===== src/rtl/booth_r4_seq_mult_pkg.sv =====
// booth_pkg: shared Booth radix-4 digit type, digit constants and FSM state enum
package booth_pkg;
  typedef logic [2:0] digit_t;
  localparam digit_t BOOTH_ZERO = 3'b000;
  localparam digit_t BOOTH_P1   = 3'b001;
  localparam digit_t BOOTH_P2   = 3'b010;
  localparam digit_t BOOTH_N1   = 3'b101;
  localparam digit_t BOOTH_N2   = 3'b110;
  typedef enum logic {IDLE, RUN} state_t;
endpackage


===== src/rtl/booth_r4_seq_mult_if.sv =====
// booth_r4_seq_mult_if: start/operand request and ready/done/product response bundle
interface booth_r4_seq_mult_if #(parameter int WIDTH = 8);
  logic                   start;
  logic [WIDTH-1:0]       multiplicand;
  logic [WIDTH-1:0]       multiplier;
  logic                   ready;
  logic                   done;
  logic [2*WIDTH-1:0]     product;
  modport master (output start, multiplicand, multiplier, input ready, done, product);
  modport slave (input start, multiplicand, multiplier, output ready, done, product);
endinterface


===== src/rtl/booth_r4_digit.sv =====
// booth_r4_digit: recodes a 3-bit multiplier window into a {neg, two, one} digit
import booth_pkg::*;
module booth_r4_digit (
  input  logic [2:0] win,
  output digit_t     dig
);
  assign dig = (win == 3'b000 || win == 3'b111) ? BOOTH_ZERO :
               win == 3'b011 ? BOOTH_P2 :
               win == 3'b100 ? BOOTH_N2 :
               win[2] ? BOOTH_N1 : BOOTH_P1;
endmodule


===== src/rtl/booth_r4_seq_mult.sv =====
// booth_r4_seq_mult: sequential signed radix-4 Booth multiplier, one digit per clock (optional BOOTH_EARLY_TERM_EN)
import booth_pkg::*;
module booth_r4_seq_mult #(parameter int WIDTH = 8) (
  input logic               clk,
  input logic               rst_n,
  booth_r4_seq_mult_if.slave bus
);
  localparam int NDIG = WIDTH / 2;
  localparam int CW = $clog2(NDIG);
  localparam int PW = 2 * WIDTH;
  state_t           state_q, state_d;
  logic [WIDTH-1:0] a_q, a_d, b_q, b_d;
  logic [PW-1:0]    acc_q, acc_d, prod_q, prod_d, pp, ext;
  logic [CW-1:0]    idx_q, idx_d;
  logic             done_q, done_d, last;
  logic [WIDTH:0]   bx, mag;
  logic [2:0]       win;
  digit_t           dig;
  // select the window {B[2i+1], B[2i], B[2i-1]} with B[-1] = 0
  always_comb begin
    bx = {b_q, 1'b0};
    win = '0;
    for (int k = 0; k < NDIG; k++) if (idx_q == CW'(k)) win = bx[2*k +: 3];
  end
  booth_r4_digit u_digit (.win(win), .dig(dig));
  // |digit|*A at WIDTH+1 bits, sign-extended before negation so -2*(-2^(WIDTH-1)) stays exact
  always_comb begin
    mag = dig[1] ? {a_q, 1'b0} : dig[0] ? {a_q[WIDTH-1], a_q} : '0;
    ext = {{(WIDTH-1){mag[WIDTH]}}, mag};
    pp = (dig[2] ? -ext : ext) << (2 * idx_q);
  end
`ifdef BOOTH_EARLY_TERM_EN
  logic [WIDTH-1:0] rem;
  // finish once every remaining multiplier bit equals the sign, i.e. all later digits are zero
  always_comb begin
    rem = $signed(b_q) >>> (2 * idx_q + 1);
    last = rem == '0 || rem == '1;
  end
`else
  assign last = idx_q == CW'(NDIG - 1);
`endif
  // next-state: accept in IDLE, accumulate one digit per cycle in RUN
  always_comb begin
    state_d = state_q;
    a_d = a_q;
    b_d = b_q;
    acc_d = acc_q;
    idx_d = idx_q;
    prod_d = prod_q;
    done_d = 1'b0;
    if (state_q == IDLE) begin
      if (bus.start) begin
        a_d = bus.multiplicand;
        b_d = bus.multiplier;
        acc_d = '0;
        idx_d = '0;
        state_d = RUN;
      end
    end else begin
      acc_d = acc_q + pp;
      idx_d = idx_q + 1'b1;
      if (last) begin
        prod_d = acc_q + pp;
        done_d = 1'b1;
        state_d = IDLE;
      end
    end
  end
  // state, operand, accumulator and result registers
  always_ff @(posedge clk or negedge rst_n) begin
    if (!rst_n) begin
      state_q <= IDLE;
      a_q <= '0;
      b_q <= '0;
      acc_q <= '0;
      idx_q <= '0;
      prod_q <= '0;
      done_q <= 1'b0;
    end else begin
      state_q <= state_d;
      a_q <= a_d;
      b_q <= b_d;
      acc_q <= acc_d;
      idx_q <= idx_d;
      prod_q <= prod_d;
      done_q <= done_d;
    end
  end
  assign bus.ready = state_q == IDLE;
  assign bus.done = done_q;
  assign bus.product = prod_q;
endmodule


===== src/flat_wrapper.sv =====
// flat-port wrapper written by rule: the top's interface ports become plain ports
module booth_r4_seq_mult_flat 
#(parameter int WIDTH = 8)
  (clk, rst_n, bus_start, bus_multiplicand, bus_multiplier, bus_ready, bus_done, bus_product);
  booth_r4_seq_mult_if #(.WIDTH(WIDTH)) bus_i ();
  input logic clk;
  input logic rst_n;
  input wire logic [$bits(bus_i.start)-1:0] bus_start;
  input wire logic [$bits(bus_i.multiplicand)-1:0] bus_multiplicand;
  input wire logic [$bits(bus_i.multiplier)-1:0] bus_multiplier;
  output wire logic [$bits(bus_i.ready)-1:0] bus_ready;
  output wire logic [$bits(bus_i.done)-1:0] bus_done;
  output wire logic [$bits(bus_i.product)-1:0] bus_product;
  assign bus_i.start = bus_start;
  assign bus_i.multiplicand = bus_multiplicand;
  assign bus_i.multiplier = bus_multiplier;
  assign bus_ready = bus_i.ready;
  assign bus_done = bus_i.done;
  assign bus_product = bus_i.product;
  booth_r4_seq_mult #(.WIDTH(WIDTH)) u_core (.clk(clk), .rst_n(rst_n), .bus(bus_i));
endmodule

===== config.mk =====
export PLATFORM = sky130hd
export DESIGN_NAME = booth_r4_seq_mult_flat
export DESIGN_NICKNAME = d
export VERILOG_FILES = /design/src/rtl/booth_r4_seq_mult_pkg.sv /design/src/rtl/booth_r4_seq_mult_if.sv /design/src/rtl/booth_r4_digit.sv /design/src/rtl/booth_r4_seq_mult.sv /design/src/flat_wrapper.sv
export SDC_FILE = /design/constraint.sdc
export NUM_CORES = 1
export LEC_CHECK = 0
export ABC_CLOCK_PERIOD_IN_PS = 6500
export BUFFER_PORTS_ARGS = -buffer_cell sky130_fd_sc_hd__buf_2
export CORE_ASPECT_RATIO = 1.5
export CORE_MARGIN = 2
export CORE_UTILIZATION = 50
export CTS_CLUSTER_SIZE = 30
export DETAILED_ROUTE_END_ITERATION = 10
export GPL_TIMING_DRIVEN = 1
export PLACE_DENSITY = 0.73
export REMOVE_ABC_BUFFERS = 1
export SLEW_MARGIN = 30
export SYNTH_ARGS = -nofsm -noshare
export SYNTH_HDL_FRONTEND = slang
export SYNTH_SLANG_ARGS = --single-unit

===== constraint.sdc =====
create_clock -name clk -period 6.5 [get_ports clk]
set_input_delay 0.325 -clock clk [delete_from_list [all_inputs] [get_ports clk]]
set_output_delay 0.325 -clock clk [all_outputs]
set_load 0.01 [all_outputs]

==> results.cfg, run 1 <==
[outcome]
outcome = complete, no violations

[cts]
cts.reportedPaths.clkPinSlew_ns = 0.09
cts_hold_repair.buffers = 0
h_tree_depth = 2
clock_sinks = 52
clkLatencyLatePin_ns = 0.31
clock_buffer_count_from_cts = 5
tritoncts = yes
postCtsResizedCells = 0
clock-root-buffer = sky130_fd_sc_hd__clkbuf_8
clock_tree.buffer_depth = 2
post_cts.repair.setup_buffers = 0

[finish]
most_frequent_standard_cell_in_the_layout_excluding_fill_and_tap_cells = sky130_fd_sc_hd__nand2_1
layout.cells.most_common_list = sky130_fd_sc_hd__nand2_1, sky130_fd_sc_hd__dfrtp_1, sky130_fd_sc_hd__buf_2
final_layout_size_suffix_gt1_share_pct = 15.98
antenna-diode-count = 0
finish.net_count = 505
n_fill_cell = 692
synthToLayoutAreaGrowth_pct = 9.963
layout.cells.non_filler = 563

[synthesis]
post-synth-top-area-fraction_pct = 35.12
mapped_cell_area_mm2 = 0.003705
synth-edff-count = 0
postSynthCellCount = 434
asyncSetResetFlopFracSynth_pct = 100.0
yosysWarningCount = 0
postSynthRegisterBits = 52
synthDistinctLibCells = 65
yosys-top-cells-area = sky130_fd_sc_hd__dfrtp_1, sky130_fd_sc_hd__nand2_1, sky130_fd_sc_hd__ha_1
synth_top_flop_cell = sky130_fd_sc_hd__dfrtp_1
syn_avg_cell_area_um2 = 8.536
yosysSeqAreaShare_pct = 35.12
synthDominantAreaCellType = sky130_fd_sc_hd__dfrtp_1

[sta]
report.final.setup_viol = 0
tns_ns = 0
finalWorstPathRequiredPeriod_ns = 5.865
maxSlewHeadroom_pct = 49.41
hold_viol = 0
maxSlewViolCount = 0
maxClockFrequency_mhz = 170.5
timing_worst_slew_pin_value_ns = 0.7519
rsz0062_at_grt = no
clock_skew_ns = 0.004156
timing.final.crit_share_pct = 90.23

[routing]
detailedRoute.firstPassIterationCount = 4
drt-initial-drc-count = 166
detail_route.drc_violations = 0
avgViaCountPerCell = 5.913
route.final.wire_length_mm = 8.936
wire_per_inst_um = 15.87
drt.antenna.violating_nets = 0
via_count = 3329

[floorplan]
fp.dieW_um = 74.29
starting_utilization_of_the_core_area_pct = 51.26
rows = 38
core-area_mm2 = 0.007227
floorplan.die.height_um = 109.4
floorplan.io_pins = 37
die_area_mm2 = 0.008129

[global_routing]
grt_pass1_vias = 3356
grt_remaining_overflow = 0
grt_pass1_wl_mm = 15.28
grt_max_degree = 53
grt_use_total_pct = 23.99
grt_antenna_before_repair = 0

[setup_path]
critical_path_maximum_fanout = 21
cp_data_arrival_time_ns = 6.06
cp_data_required_time_ns = 6.69
critPathLaunch = u_core.idx_q[0]$_DFFE_PN0P_
cp-end-kind = flip-flop
timing.setup.critical_path_class = reg -> reg
reg2reg_from = u_core.idx_q[0]$_DFFE_PN0P_
worstSetupStartpointType = flip-flop
worst-r2r-cell-count = 22

[placement]
place_inst = 555
place_hpwl_mm = 6.775
gpl.final_weighted_congestion = 0.9122
port_buffers = 36

[hold_path]
timing.hold.worst.class = in -> async

[job]
timing.max_cap.violations = 0
==> cell usage after synthesis, drive strengths merged, types with 4 or more instances <==
cell type and n:
nand2 80, dfrtp 52, o21ai 30, nor2 29, ha 23, a21oi 21, clkbuf 18, nor3 14
xnor2 13, a22o 12, inv 12, mux2 10, nor4 9, buf 7, nand3 7, o31ai 7
or3 7, o211ai 5, o21a 5, a211oi 4, a31o 4, o21bai 4
==> sequential cells by signal, summed over array words and instances (netlist names) <==
register / count
u_core.acc_q: 16
u_core.bus.product: 16
u_core.a_q: 8
u_core.bus.done: 1
u_core.state_q: 1
u_core.b_q: 8
u_core.idx_q: 2
==> logic make-up (layout without fill, tap and decap cells) <==
kind of cell	after synthesis	count (layout)	share of synthesized area [%]
flip-flops	52	52	35.12
buffers and inverters	38	67	3.985
AO/OA/AOI/OAI	126	126	24.55
XOR/XNOR	16	16	4.154
multiplexers	11	11	3.310
AND/OR/NAND/NOR	167	167	20.57
adder cells (fa/ha/maj)	24	24	8.308
==> stage by stage <==
step | instance area, µm² | hold WS [ns] | util, % | setup slack (ns)
4_1_cts | 4074 | 0.1324 | 56.37 | 0.7097
3_5_place_dp | 3989 | 0.4704 | 55.19 | 0.7350
6_report | 4074 | 0.1080 | 56.37 | 0.6349
3_3_place_gp | 3986 | 0.4610 | 55.16 | 0.9229
2_1_floorplan | 3606 | 0.02941 | - | 0.8924
5_1_grt | 4074 | 0.1750 | 56.37 | 0.2256
==> layout make-up <==
class                           count  area (µm²)  share of cell area (%)
Multi-Input combinational cell    344        2258                   55.44
Sequential cell                    52        1301                   31.94
Timing Repair Buffer               46       255.2                   6.265
Tap cell                          100       125.1                   3.071
Clock buffer                        7       76.32                   1.873
Inverter                           13       48.80                   1.198
Clock inverter                      1       8.758                  0.2150
==> worst max-delay path, cell delays in order, from the launching register on <==
cell and delay [ns]:
sky130_fd_sc_hd__dfrtp_1 0.35, sky130_fd_sc_hd__buf_4 0.24, sky130_fd_sc_hd__ha_1 0.30, sky130_fd_sc_hd__nor2_1 0.08, sky130_fd_sc_hd__a21oi_1 0.11, sky130_fd_sc_hd__nor2_1 0.05, sky130_fd_sc_hd__a21oi_1 0.11, sky130_fd_sc_hd__nor2_1 0.06
sky130_fd_sc_hd__a21o_1 0.18, sky130_fd_sc_hd__ha_1 0.36, sky130_fd_sc_hd__or4_1 0.72, sky130_fd_sc_hd__nand4_1 0.18, sky130_fd_sc_hd__o21ai_1 0.10, sky130_fd_sc_hd__a211oi_1 0.39, sky130_fd_sc_hd__o32ai_1 0.17, sky130_fd_sc_hd__ha_1 0.36
sky130_fd_sc_hd__nand3_1 0.09, sky130_fd_sc_hd__o211ai_1 0.32, sky130_fd_sc_hd__o221ai_1 0.34, sky130_fd_sc_hd__o311ai_1 0.49, sky130_fd_sc_hd__nand3_1 0.15, sky130_fd_sc_hd__and4b_1 0.22, sky130_fd_sc_hd__or3_1 0.36
==> metal layers <==
layer	part of all wire [%]	vias up	global-route usage, %
met2	52	78	42.41
li1	-	1646	-
met4	2.9	0	10.20
met3	3.3	18	3.575
met1	42	1587	28.47
met5	0	-	0
==> path summary, 6_finish.rpt <==
| check | end | slack (ns) |
|---|---|---|
| setup / recovery | u_core.acc_q[15]$_DFFE_PN0P_ | 0.63 |
| hold / removal | u_core.bus.product[4]$_DFFE_PN0P_ | 0.11 |
| setup reg to reg | u_core.acc_q[15]$_DFFE_PN0P_ | 0.63 |
| hold reg to reg | u_core.bus.product[2]$_DFFE_PN0P_ | 0.49 |
| max in group asynchronous | u_core.a_q[3]$_DFFE_PN0P_ | 5.96 |
| min in group clk | u_core.a_q[1]$_DFFE_PN0P_ | 0.20 |
Power of run 1 is not shown: default switching activity piles up to over one toggle a cycle in this logic, so the estimate is an artifact.
==> run 2, diff against run 1 <==
- PLACE_DENSITY: 0.73 -> 0.74
- SYNTH_HIERARCHICAL: default -> 1
==> results.cfg, run 2 <==
[finish]
antenna-diode-count = 0
final_layout_size_suffix_gt1_share_pct = 23.73
synthToLayoutAreaGrowth_pct = 9.895
finish.net_count = 416
n_fill_cell = 594
most_frequent_standard_cell_in_the_layout_excluding_fill_and_tap_cells = sky130_fd_sc_hd__dfrtp_1
layout.cells.most_common_list = sky130_fd_sc_hd__dfrtp_1, sky130_fd_sc_hd__buf_2, sky130_fd_sc_hd__nand2_1, sky130_fd_sc_hd__nor2_1, sky130_fd_sc_hd__mux2_2
multi_input_comb_area_mm2 = 0.001967
sequential_cell_area_mm2 = 0.001303
layout.cells.non_filler = 451

[routing]
wire_per_inst_um = 15.49
via_count = 2616
drt.antenna.violating_nets = 0
detailedRoute.firstPassIterationCount = 4
drt-initial-drc-count = 163
detail_route.drc_violations = 0
route.final.wire_length_mm = 6.984
avgViaCountPerCell = 5.800

[synthesis]
syn_avg_cell_area_um2 = 9.769
synth.most_common_cell = sky130_fd_sc_hd__dfrtp_1
mapped_cell_area_mm2 = 0.003351
postSynthCellCount = 343
postSynthRegisterBits = 52
yosys-top-cells-area = sky130_fd_sc_hd__dfrtp_1, sky130_fd_sc_hd__mux2_2, sky130_fd_sc_hd__ha_1
asyncSetResetFlopFracSynth_pct = 100.0
synth.top_cells.by_count = sky130_fd_sc_hd__dfrtp_1, sky130_fd_sc_hd__nor2_1, sky130_fd_sc_hd__mux2_2, sky130_fd_sc_hd__nand2_1, sky130_fd_sc_hd__o21ai_0
synthDistinctLibCells = 50
synth-edff-count = 0
yosysWarningCount = 6
synthDominantAreaCellType = sky130_fd_sc_hd__dfrtp_1
post-synth-top-area-fraction_pct = 38.83
yosysSeqAreaShare_pct = 38.83
synth_top_flop_cell = sky130_fd_sc_hd__dfrtp_1

[setup_path]
path_cells = inv_2 -> ha_1 -> nor2_1 -> a21oi_1 -> nor2_1 -> a21oi_1 -> o21ai_0 -> xor2_1 -> nor2b_2 -> nand2_1 -> ha_1 -> o211ai_1 -> nand2_1 -> xor2_1 -> mux2i_1 -> o22ai_1 -> ha_1 -> a21o_1 -> a31o_2 -> nor2_1 -> nor2_1 -> o31ai_1 -> xnor2_1 -> mux2_2
crit_family = compound AO/OA/AOI/OAI gates
timing.setup.critical_path_class = reg -> reg
timing.critical_path.buf_inv = 1
slowest_delay_ns = 0.63
cp_data_arrival_time_ns = 6.04
cp-end-kind = flip-flop
critical_path.most_common_cell = sky130_fd_sc_hd__nor2_1
cp_data_required_time_ns = 6.71
worstSetupStartpointType = flip-flop
critical_path_maximum_fanout = 14
cp_slowest_cell = sky130_fd_sc_hd__dfrtp_1

[sta]
tns_ns = 0
timing.final.crit_share_pct = 89.75
hold_viol = 0
maxSlewViolCount = 0
fin_worst_hold_slack_ns = 0.1143
maxClockFrequency_mhz = 171.4
maxSlewHeadroom_pct = 54.95
clock_skew_ns = 0.009583
timing_worst_slew_pin_value_ns = 0.6750
rsz0062_at_grt = no
finalWorstPathRequiredPeriod_ns = 5.834
report.final.setup_viol = 0

[cts]
cts.reportedPaths.clkPinSlew_ns = 0.09
clock_buffer_count_from_cts = 5
cts_hold_repair.buffers = 0
clock_sinks = 52
clkLatencyLatePin_ns = 0.32
clock_tree.buffer_depth = 2
h_tree_depth = 2
tritoncts = yes
clock-root-buffer = sky130_fd_sc_hd__clkbuf_8

[placement]
place_inst = 444
place_hpwl_mm = 5.311
port_buffers = 36
gpl.final_weighted_congestion = 0.9570

[global_routing]
grt_pass1_vias = 2706
grt_antenna_before_repair = 0
grt_use_total_pct = 20.41
grt_max_degree = 53
grt_pass1_wl_mm = 12.26
grt_remaining_overflow = 0

[floorplan]
rows = 36
floorplan.die.height_um = 104.3
core-area_mm2 = 0.006486
floorplan.io_pins = 37
fp.dieW_um = 70.84
starting_utilization_of_the_core_area_pct = 51.66
die_area_mm2 = 0.007386

[outcome]
outcome = complete, no violations

[job]
timing.max_cap.violations = 0

[hold_path]
timing.hold.worst.class = in -> async
-- run 2: changes by cell type after synthesis, moves of 4 or more --
cell                       change
sky130_fd_sc_hd__inv_1         -5
sky130_fd_sc_hd__nand3_1       -5
sky130_fd_sc_hd__xor2_1        +6
sky130_fd_sc_hd__buf_2         -4
sky130_fd_sc_hd__nor3_1       -10
sky130_fd_sc_hd__a211oi_1      -4
sky130_fd_sc_hd__nor4_1        -9
sky130_fd_sc_hd__o21ai_1       -4
sky130_fd_sc_hd__nand2_1      -50
sky130_fd_sc_hd__mux2i_1       +6
sky130_fd_sc_hd__or3_1         -6
sky130_fd_sc_hd__clkbuf_1      -5
sky130_fd_sc_hd__mux2_2       +20
-- run 2: metal layers --
layer / track usage, % / up-vias / part of all wire, %
met5: 0 / - / 0
met4: 8.086 / 0 / 2.2
met3: 3.682 / 13 / 3.4
met2: 37.12 / 49 / 54
met1: 22.99 / 1252 / 40
li1: - / 1302 / -
-- run 2: logic make-up (layout without fill, tap and decap cells) --
| family | after synthesis | in the layout | synth area share [%] |
|---|---|---|---|
| xor+xnor | 21 | 21 | 5.489 |
| mux | 37 | 37 | 12.17 |
| fa+ha+maj | 22 | 22 | 8.439 |
| simple gates | 86 | 86 | 11.76 |
| compound gates | 102 | 102 | 20.50 |
| flops | 52 | 52 | 38.84 |
| buf+inv | 23 | 55 | 2.801 |
-- run 2: final cells by class --
| cell class | instances | share of cell area, % |
|---|---|---|
| Inverter | 8 | 0.8155 |
| Timing Repair Buffer | 40 | 5.708 |
| Clock inverter | 1 | 0.1359 |
| Multi-Input combinational cell | 268 | 53.42 |
| Tap cell | 76 | 2.582 |
| Clock buffer | 6 | 1.971 |
| Sequential cell | 52 | 35.37 |
-- run 2: metrics by stage --
step | util [%] | area, µm² | worst slack [ns]
2_1_floorplan | - | 3287 | 0.6770
3_3_place_gp | 55.38 | 3592 | 0.6680
3_5_place_dp | 55.42 | 3595 | 0.5060
4_1_cts | 56.62 | 3672 | 0.4790
5_1_grt | 56.77 | 3682 | 0.02469
6_report | 56.77 | 3682 | 0.6659
-- run 2: repair_timing --
item | CTS | global route
resized for setup | 0 | 3
buffers inserted | 0 | 0
setup endpoints to repair | 0 | 8
-- run 2: worst paths after layout --
path / startpoint / end / slack, ns / depth (start not counted)
worst max register to register: u_core/idx_q[1]$_DFFE_PN0P_ / u_core/bus.product[13]$_DFFE_PN0P_ / 0.67 / 24
max in group asynchronous: rst_n / u_core/idx_q[0]$_DFFE_PN0P_ / 5.93 / 2
worst min-delay path: rst_n / u_core/b_q[4]$_DFFE_PN0P_ / 0.11 / 2
min in group clk: bus_multiplicand[3] / u_core/a_q[3]$_DFFE_PN0P_ / 0.23 / 2
worst min register to register: u_core/acc_q[2]$_DFFE_PN0P_ / u_core/acc_q[2]$_DFFE_PN0P_ / 0.50 / 2
worst max-delay path: u_core/idx_q[1]$_DFFE_PN0P_ / u_core/bus.product[13]$_DFFE_PN0P_ / 0.67 / 24
Power of run 2 is left out for the same reason.
